**src/rtl/axi_monitor_pkg.sv**
```systemverilog
// Shared types and report-word layout for the AXI-Stream handshake monitor.
package axi_monitor_pkg;

  // Report state machine: waiting for a sample trigger, or streaming a burst.
  typedef enum logic {
    IDLE = 1'b0,
    SEND = 1'b1
  } state_t;

  // Channel index width in the report word (up to 16 channels).
  localparam int CH_ID_W = 4;

  // Report word field positions.
  localparam int WORD_W      = 32;
  localparam int CH_MSB      = 31;
  localparam int CH_LSB      = 28;
  localparam int SAT_BIT     = 27;
  localparam int CNT_FIELD_W = 24;

  // Assemble one report word; bits [26:24] stay zero.
  function automatic logic [WORD_W-1:0] make_word(input logic [CH_ID_W-1:0]     ch,
                                                  input logic                   sat,
                                                  input logic [CNT_FIELD_W-1:0] cnt);
    logic [WORD_W-1:0] w;
    w                   = '0;
    w[CH_MSB:CH_LSB]    = ch;
    w[SAT_BIT]          = sat;
    w[CNT_FIELD_W-1:0]  = cnt;
    return w;
  endfunction

endpackage

```
**src/rtl/axi_hs_counter.sv**
```systemverilog
// One per-channel handshake counter with optional saturation and snapshot clear.
module axi_hs_counter
  import axi_monitor_pkg::*;
#(
  parameter int CNT_W    = 16,
  parameter int SATURATE = 0
) (
  input  logic             clk,
  input  logic             reset,
  input  logic             hs,
  input  logic             clear,
  output logic [CNT_W-1:0] count,
  output logic             sat
);

  localparam logic [CNT_W-1:0] CNT_MAX = '1;

  // Count handshakes; a clear restarts at 0 or 1 so the clearing cycle's handshake is kept.
  // NOTE: non-blocking assignments so every register samples pre-edge values regardless of block order.
  always_ff @(posedge clk or negedge reset) begin
    if (!reset) begin
      count <= '0;
      sat   <= 1'b0;
    end else if (clear) begin
      count <= CNT_W'(hs);
      sat   <= 1'b0;
    end else if (hs) begin
      if (count != CNT_MAX) begin
        count <= count + CNT_W'(1);
      end else if (SATURATE != 0) begin
        sat <= 1'b1;
      end else begin
        count <= '0;
      end
    end
  end

endmodule

```
**src/rtl/axi_multi_monitor.sv**
```systemverilog
// Counts AXI-Stream handshakes on NUM_CH links and periodically reports the
// snapshot as a burst of NUM_CH words on an AXI-Stream master port.
module axi_multi_monitor
  import axi_monitor_pkg::*;
#(
  parameter int          NUM_CH          = 4,
  parameter int          CNT_W           = 16,
  parameter int unsigned SAMPLE_DIV      = 200_000_000,
  parameter int          CLEAR_ON_SAMPLE = 0,
  parameter int          SATURATE        = 0
) (
  input  logic              clk,
  input  logic              reset,
  input  logic [NUM_CH-1:0] mon_tvalid,
  input  logic [NUM_CH-1:0] mon_tready,
  output logic [31:0]       m_axis_tdata,
  output logic              m_axis_tvalid,
  input  logic              m_axis_tready,
  output logic              m_axis_tlast,
  output logic              overrun
);

  localparam int                   TMR_W   = (SAMPLE_DIV > 1) ? $clog2(SAMPLE_DIV) : 1;
  localparam logic [TMR_W-1:0]     TMR_END = TMR_W'(SAMPLE_DIV - 1);
  localparam logic [CH_ID_W-1:0]   LAST_CH = CH_ID_W'(NUM_CH - 1);

  logic [TMR_W-1:0]   timer_q;
  logic               trigger;
  logic               snapshot;
  logic               clear_cnt;
  logic [NUM_CH-1:0]  hs;
  logic [CNT_W-1:0]   cnt [NUM_CH];
  logic [NUM_CH-1:0]  sat_flag;
  logic [CNT_W-1:0]   shadow_cnt [NUM_CH];
  logic [NUM_CH-1:0]  shadow_sat;

  state_t              state_q, state_d;
  logic [CH_ID_W-1:0]  ch_q, ch_d, ch_next;
  logic                tvalid_q, tvalid_d;
  logic                tlast_q, tlast_d;
  logic [WORD_W-1:0]   tdata_q, tdata_d;
  logic                overrun_q, overrun_d;
  logic [CNT_W-1:0]    sel_cnt;
  logic                sel_sat;

  // Zero-extend a channel count into the 24-bit report field.
  function automatic logic [CNT_FIELD_W-1:0] ext_cnt(input logic [CNT_W-1:0] c);
    logic [CNT_FIELD_W-1:0] e;
    e            = '0;
    e[CNT_W-1:0] = c;
    return e;
  endfunction

  assign hs        = mon_tvalid & mon_tready;
  assign trigger   = (timer_q == TMR_END);
  assign snapshot  = trigger && (state_q == IDLE);
  assign clear_cnt = snapshot && (CLEAR_ON_SAMPLE != 0);

  // Free-running sample timer; back-pressure never stalls it.
  always_ff @(posedge clk or negedge reset) begin
    if (!reset)       timer_q <= '0;
    else if (trigger) timer_q <= '0;
    else              timer_q <= timer_q + TMR_W'(1);
  end

  for (genvar g = 0; g < NUM_CH; g++) begin : g_cnt
    axi_hs_counter #(
      .CNT_W    (CNT_W),
      .SATURATE (SATURATE)
    ) u_cnt (
      .clk   (clk),
      .reset (reset),
      .hs    (hs[g]),
      .clear (clear_cnt),
      .count (cnt[g]),
      .sat   (sat_flag[g])
    );
  end

  // Capture pre-increment counts and sat flags when a snapshot is taken.
  // NOTE: the shadow array is reset because a reset must leave no stale report data behind.
  always_ff @(posedge clk or negedge reset) begin
    if (!reset) begin
      for (int i = 0; i < NUM_CH; i++) shadow_cnt[i] <= '0;
      shadow_sat <= '0;
    end else if (snapshot) begin
      for (int i = 0; i < NUM_CH; i++) shadow_cnt[i] <= cnt[i];
      shadow_sat <= sat_flag;
    end
  end

  // Select the shadow entry for the channel that follows the one being sent.
  always_comb begin
    ch_next = ch_q + CH_ID_W'(1);
    sel_cnt = '0;
    sel_sat = 1'b0;
    for (int i = 0; i < NUM_CH; i++) begin
      if (ch_next == CH_ID_W'(i)) begin
        sel_cnt = shadow_cnt[i];
        sel_sat = shadow_sat[i];
      end
    end
  end

  // Report FSM next-state and registered-output logic.
  // NOTE: every signal gets its hold value first so no path through the case infers a latch.
  always_comb begin
    state_d   = state_q;
    ch_d      = ch_q;
    tvalid_d  = tvalid_q;
    tlast_d   = tlast_q;
    tdata_d   = tdata_q;
    overrun_d = overrun_q | (trigger && (state_q == SEND));
    case (state_q)
      IDLE: begin
        if (trigger) begin
          state_d  = SEND;
          ch_d     = '0;
          tvalid_d = 1'b1;
          tdata_d  = make_word(CH_ID_W'(0), sat_flag[0], ext_cnt(cnt[0]));
          tlast_d  = (NUM_CH == 1);
        end
      end
      SEND: begin
        // tvalid is held high for the whole of SEND, so tready alone marks acceptance.
        if (m_axis_tready) begin
          if (tlast_q) begin
            state_d  = IDLE;
            tvalid_d = 1'b0;
            tlast_d  = 1'b0;
          end else begin
            ch_d    = ch_next;
            tdata_d = make_word(ch_next, sel_sat, ext_cnt(sel_cnt));
            tlast_d = (ch_next == LAST_CH);
          end
        end
      end
      default: state_d = IDLE;
    endcase
  end

  // FSM state and output registers.
  always_ff @(posedge clk or negedge reset) begin
    if (!reset) begin
      state_q   <= IDLE;
      ch_q      <= '0;
      tvalid_q  <= 1'b0;
      tlast_q   <= 1'b0;
      tdata_q   <= '0;
      overrun_q <= 1'b0;
    end else begin
      state_q   <= state_d;
      ch_q      <= ch_d;
      tvalid_q  <= tvalid_d;
      tlast_q   <= tlast_d;
      tdata_q   <= tdata_d;
      overrun_q <= overrun_d;
    end
  end

  assign m_axis_tdata  = tdata_q;
  assign m_axis_tvalid = tvalid_q;
  assign m_axis_tlast  = tlast_q;
  assign overrun       = overrun_q;

endmodule
```
**config.mk**
```make
export PLATFORM = sky130hd
export DESIGN_NAME = axi_multi_monitor
export DESIGN_NICKNAME = d
export VERILOG_FILES = /design/src/rtl/axi_monitor_pkg.sv /design/src/rtl/axi_hs_counter.sv /design/src/rtl/axi_multi_monitor.sv
export SDC_FILE = /design/constraint.sdc
export NUM_CORES = 1
export LEC_CHECK = 0
export CORE_UTILIZATION = 60
export CTS_CLUSTER_DIAMETER = 30
export DETAILED_ROUTE_END_ITERATION = 10
export MAX_ROUTING_LAYER = met4
export PLACE_DENSITY = 0.8
export RECOVER_POWER = 100
export SLEW_MARGIN = 30
export SYNTH_ARGS = -nofsm -noshare
export SYNTH_HDL_FRONTEND = slang
export SYNTH_SLANG_ARGS = --single-unit
```
**constraint.sdc**
```tcl
create_clock -name clk -period 2.7 [get_ports clk]
set_input_delay 0.405 -clock clk [delete_from_list [all_inputs] [get_ports clk]]
set_output_delay 0.405 -clock clk [all_outputs]
set_load 0.03 [all_outputs]
```
# --- Yosys cells after proc, flatten, opt, wreduce, memory -nomap -nowiden ---
# Index checks and enable logic that the tools add are counted.
totals:
  word_cells: 71
  latch_bits: 0
  reg_bits: 196
  memories: 0
  mem_bits_ro: 0
  ramBits: 0
  output_inout_bits: 35
  in_bits: 11
op_classes:
  order_cmp: 0
  bitwise_logic: 3
  multipliers: 0
  n_shift: 0
  reduce_logical: 6
  n_div: 0
  mux: 29
  n_addsub: 6
  n_eq_ne: 12
ops:
  columns: ["operator", "n"]
  rows:
  - ["16-bit 2-to-1 mux", 8]
  - ["32-bit 2-to-1 mux", 3]
  - ["16-bit by 1-bit adder with 16-bit output (second input constant)", 4]
  - ["16-bit != test (second input constant)", 4]
  - ["32-bit one-hot mux with 2 select lines", 1]
  - ["28-bit by 1-bit adder with 28-bit output (second input constant)", 1]
  - ["28-bit == test (second input constant)", 1]
  - ["28-bit 2-to-1 mux", 1]
  - ["4-bit 2-to-1 mux", 3]
  - ["1-bit 2-to-1 mux", 9]
  - ["4-bit by 2-bit == test with 1-bit output (second input constant)", 2]
  - ["4-bit one-hot mux with 2 select lines", 1]
  - ["2-bit != test (second input constant)", 3]
  - ["1-bit one-hot mux with 2 select lines", 3]
  - ["3-bit AND reduction", 2]
  - ["4-bit by 1-bit adder with 4-bit output (second input constant)", 1]
  - ["4-bit AND", 1]
  - ["4-bit by 1-bit == test with 1-bit output (second input constant)", 1]
  - ["4-bit zero test", 1]
  - ["1-bit logical AND", 2]
  - ["2-bit by 1-bit != test with 1-bit output (second input constant)", 1]
  - ["2-bit AND reduction", 1]
  - ["1-bit NOT", 1]
  - ["1-bit OR", 1]

# --- Logic depth before layout (Yosys ltp) ---
depth:
  word_depth: 9
  mapped_depth: 10
  depth_no_buf: 7

# --- Modules after synthesis ---
# A second synthesis with hierarchy kept.
unflattened:
  cells_unflattened: 1017
  area_unflattened_um2: 9278.9
modules_own_cells:
  columns: ["module", "area_per_inst_um2", "cells_each", "n_inst"]
  rows:
  - ["axi_multi_monitor", 5920.7, 673, 1]
  - ["axi_hs_counter", 839.6, 86, 4]

# --- Worst setup path after synthesis ---
# OpenSTA, ideal clock, no wires.
synth_path:
  path_kind: "register to register"
  start: "register ch_q[0]"
  end: "register tdata_q[10] (netlist: m_axis_tdata[10])"
  path_stages_with_launch: 11
  setup_ps: 132
  required_ps: 2568
  n_path_buf: 3
  setup_slack_ps: 339
  arrival_ps: 2229
  path_cell_list: "dfrtp_1 inv_1 ha_1 buf_2 and4_1 clkbuf_1 clkbuf_1 nand3_1 o211ai_1 a2111oi_0 nor2_1"
synth_via:
  elab_chain_cells: 9
synth_rtl:
  columns: ["element", "line_no", "text"]
  rows:
  - ["from (decl)", "axi_multi_monitor.sv:38", "logic [CH_ID_W-1:0] ch_q, ch_d, ch_next;"]
  - ["from (signal assigned)", "axi_multi_monitor.sv:153", "ch_q <= ch_d;"]
  - ["4-bit by 1-bit adder with 4-bit output (*)", "axi_multi_monitor.sv:94", "ch_next = ch_q + CH_ID_W'(1);"]
  - ["4-bit zero test", "axi_multi_monitor.sv:98", "if (ch_next == CH_ID_W'(i)) begin"]
  - ["16-bit 2-to-1 mux (3 in series)", "axi_multi_monitor.sv:98", null]
  - ["16-bit 2-to-1 mux (*)", "axi_multi_monitor.sv:98", null]
  - ["32-bit 2-to-1 mux (*)", "axi_multi_monitor.sv:127", "if (tlast_q) begin"]
  - ["32-bit 2-to-1 mux (*)", "axi_multi_monitor.sv:126", "if (m_axis_tready) begin"]
  - ["32-bit one-hot mux with 2 select lines (*)", "axi_multi_monitor.sv:114", "case (state_q)"]
  - ["to (signal assigned)", "axi_multi_monitor.sv:156", "tdata_q <= tdata_d;"]
  - ["to (decl)", "axi_multi_monitor.sv:41", "logic [WORD_W-1:0] tdata_q, tdata_d;"]
# Every way passes the cells marked *; elsewhere a longest branch is shown, timed or not. The select of a mux whose other input is x is not followed.
# A chain may end at the register's enable or synchronous reset.

# --- Final worst setup path ---
layout_path:
  start: "register ch_q[0]"
  end: "register tdata_q[3] (netlist: m_axis_tdata[3])"
# Same word-level chain as after synthesis.

==> summary.txt <==
Status -> finished, violations left
Failing checks -> DRC
Syn_area_per_cell -> 10.28 um2
Post-synth EDFFs -> 0
Top cell family by delay on the critical path -> compound AO/OA/AOI/OAI gates
GRT overflow -> 0
Drt initial violations -> 691
GRT Util Overall -> 29.59%
YS warnings -> 0
Critical-path cell list -> ha_1 > and2_0 > a21oi_4 > o211ai_1 > a2111oi_0 > nor2_1
FP Rows -> 44
Synth Register Bits -> 180
Startpoint types -> flop
CTS tree -> yes
Clock transition at path regs -> 0.07 ns
Vias in the first global route -> 6753
CP max FO -> 16
Final WL -> 21160 um
Final Hold Slack -> 0.4488 ns
Worst Max-Slew Pin Slew -> 1.298 ns
Final HPWL DP -> 14370 um
Crit-path slowest cell -> a2111oi_0
Seq/Total Area, Yosys -> 49.51%
Antenna viol nets, final -> 0
Max-cap viol count -> 0
Worst-Skew Late Latency -> 0.43 ns
Slowest cell delay on critical path -> 0.54 ns
Die area -> 15660 um2
Skew final -> 0.006642 ns
First-pass GRT wire length -> 35000 um
Highest Clock Rate -> 0.4001 GHz
RSZ-0062 raised after global routing -> no
Critical path arrival -> 2.79 ns
DRC Markers -> 2
Period utilization -> 92.57%
TNS Setup -> 0 ns
Max VDD drop -> 0.5595 mV
Yosys cell types -> 52
CP Data Required Time -> 2.99 ns
Post-CTS resize count -> 0
Worst min path class -> flop to flop
Post-Syn Area -> 9097 um2
I/O Buffers -> 33
N_diodes -> 0
Min Tclk post-route -> 2.499 ns
Final net count -> 938
Die H -> 125.1 um
Initial antenna violation count -> 0
Die Width -> 125.1 um
Commonest cells after routing, fill and taps aside -> 180 x dfrtp_1, 96 x nor2_1, 77 x nand2_1
1st-pass router iterations -> 11
Initial core utilization -> 62.12%
Via density -> 6.258
Setup bufs post-CTS -> 0
GPL Wtd Cong -> 0.9662
Total power -> 7107 uW
CTS Buf Count -> 17
CTS Buffer Depth -> 2
Power per cell area -> 697.0 nW/um2
Root buffer cell -> clkbuf_16
Most common cell after layout, fill and taps aside -> dfrtp_1
Static Leak -> 0.004707 uW
Endpoints failing setup -> 0
H-tree depth -> 4
CTS Hold Bufs -> 1
Fin. Hold Viols -> 0
Mapped Cells -> 885
Via count -> 6978
Layout Area Growth over Synthesis -> 12.08%
Core area -> 14640 um2
Worst setup path category -> flop to flop
Max Slew Vio Count -> 0
Relative slew slack -> 13.44%
# clock sinks -> 180
Ys async rst share -> 100.0%
Io pins -> 46
Crit end category -> flop
Routed WL per cell -> 18.98 um
Synth Flop Type -> dfrtp_1
Largest net degree at the start of global routing -> 59
Layout cell share with drive strength beyond 1 -> 6.767%
Crit path buf inv count -> 0
-- logic make-up after synthesis --
| kind of cell | share of synthesized area, % |
|---|---|
| xor gates and xnor gates | 6.835 |
| muxes | 7.551 |
| and+or+nand+nor | 20.53 |
| adders and majority gates | 1.238 |
| DFF | 49.51 |
| buffers and inverters | 3.892 |
| other | 0.04122 |
| AOI/OAI and AO/OA | 10.40 |
-- through the flow --
| stage | setup slack [ns] | util, % | instance area, um2 | std cells |
|---|---|---|---|---|
| 2_1_floorplan | 0.3391 | - | 9139 | 896 |
| 3_3_place_gp | 0.4711 | 65.46 | 9585 | 1082 |
| 5_1_grt | 0.1170 | 69.63 | 10200 | 1115 |
| 3_5_place_dp | 0.4239 | 65.46 | 9585 | 1082 |
| 6_report | 0.2006 | 69.63 | 10200 | 1115 |
| 4_1_cts | 0.2573 | 69.81 | 10220 | 1115 |
-- worst register-to-register path: cells and delay by family (launching register included) --
family | cells | cell delay [ns]
AOI/OAI and AO/OA | 3 | 1.22
DFF | 1 | 0.49
adders and majority gates | 1 | 0.33
and+or+nand+nor | 2 | 0.32
-- power breakdown --
part | internal [uW] | switching [uW]
Sequential | 2930 | 326
Combinational | 506 | 731
Clock | 1570 | 1050
Total | 5000 | 2110
-- state kept, by name, indices dropped and copies added (netlist names) --
name / cells
ch_q: 3
g_cnt.u_cnt.count: 64
m_axis_tdata: 17
m_axis_tlast: 1
m_axis_tvalid: 1
overrun: 1
shadow_cnt: 64
state_q: 1
timer_q: 28
-- cell usage after synthesis (2+ instances only) --
library cell / instances / area, um2
a21oi_1: 7 / 35.03
a211o_1: 16 / 140.1
or2_2: 2 / 12.51
nor4b_1: 3 / 26.28
a22o_1: 2 / 17.52
nand3_1: 66 / 330.3
o211ai_1: 33 / 247.7
and2_0: 2 / 12.51
nor4_4: 2 / 42.54
nand2b_1: 4 / 25.02
o21ai_0: 21 / 105.1
nand3b_1: 3 / 22.52
or3_1: 2 / 12.51
nand2_1: 77 / 289.0
buf_2: 7 / 35.03
and2_1: 19 / 118.9
nor2_1: 96 / 360.4
a31oi_1: 3 / 18.77
o22ai_1: 18 / 112.6
dfrtp_1: 180 / 4504
o21a_1: 2 / 15.01
and4_1: 5 / 43.79
and3_1: 8 / 50.05
buf_4: 18 / 135.1
nor3_2: 2 / 20.02
a21o_1: 3 / 22.52
mux2_1: 60 / 675.7
a2111oi_0: 16 / 140.1
xnor2_1: 30 / 262.8
nor3_1: 13 / 65.06
or4_1: 2 / 15.01
nor2b_1: 19 / 118.9
xor2_1: 41 / 359.1
nor4_1: 9 / 56.30
ha_1: 9 / 112.6
buf_6: 6 / 67.56
o31ai_1: 4 / 30.03
nand4_1: 32 / 200.2
clkbuf_1: 21 / 78.83
inv_1: 10 / 37.54
-- per-layer routing --
metal  up-vias  GRT usage [%]  wire length [um]
met3        46          6.290              1308
met4         0          11.41               631
met5         -              -                 0
met1      3457          39.17              9168
li1       3222              -                 -
met2       253          44.89             10050
-- worst paths after layout --
kind	startpoint	slack [ns]	depth (start not counted)	end
min in group asynchronous	reset	0.80	2	timer_q[1]
max in group asynchronous	reset	0.60	3	shadow_cnt[40]
setup reg to reg	ch_q[0]	0.20	6	m_axis_tdata[3]
setup / recovery	ch_q[0]	0.20	6	m_axis_tdata[3]
hold / removal	overrun	0.45	1	overrun
hold reg to reg	overrun	0.45	1	overrun
-- area by class of cell --
| cell class | instances | area, um2 |
|---|---|---|
| Clock inverter | 10 | 143.9 |
| Tap cell | 184 | 230.2 |
| Clock buffer | 22 | 484.2 |
| Inverter | 10 | 37.54 |
| Fill cell | 1078 | 4448 |
| Multi-Input combinational cell | 654 | 4273 |
| Timing Repair Buffer | 55 | 523.0 |
| Sequential cell | 180 | 4504 |
Note: power is estimated with default switching activity, not from simulation.
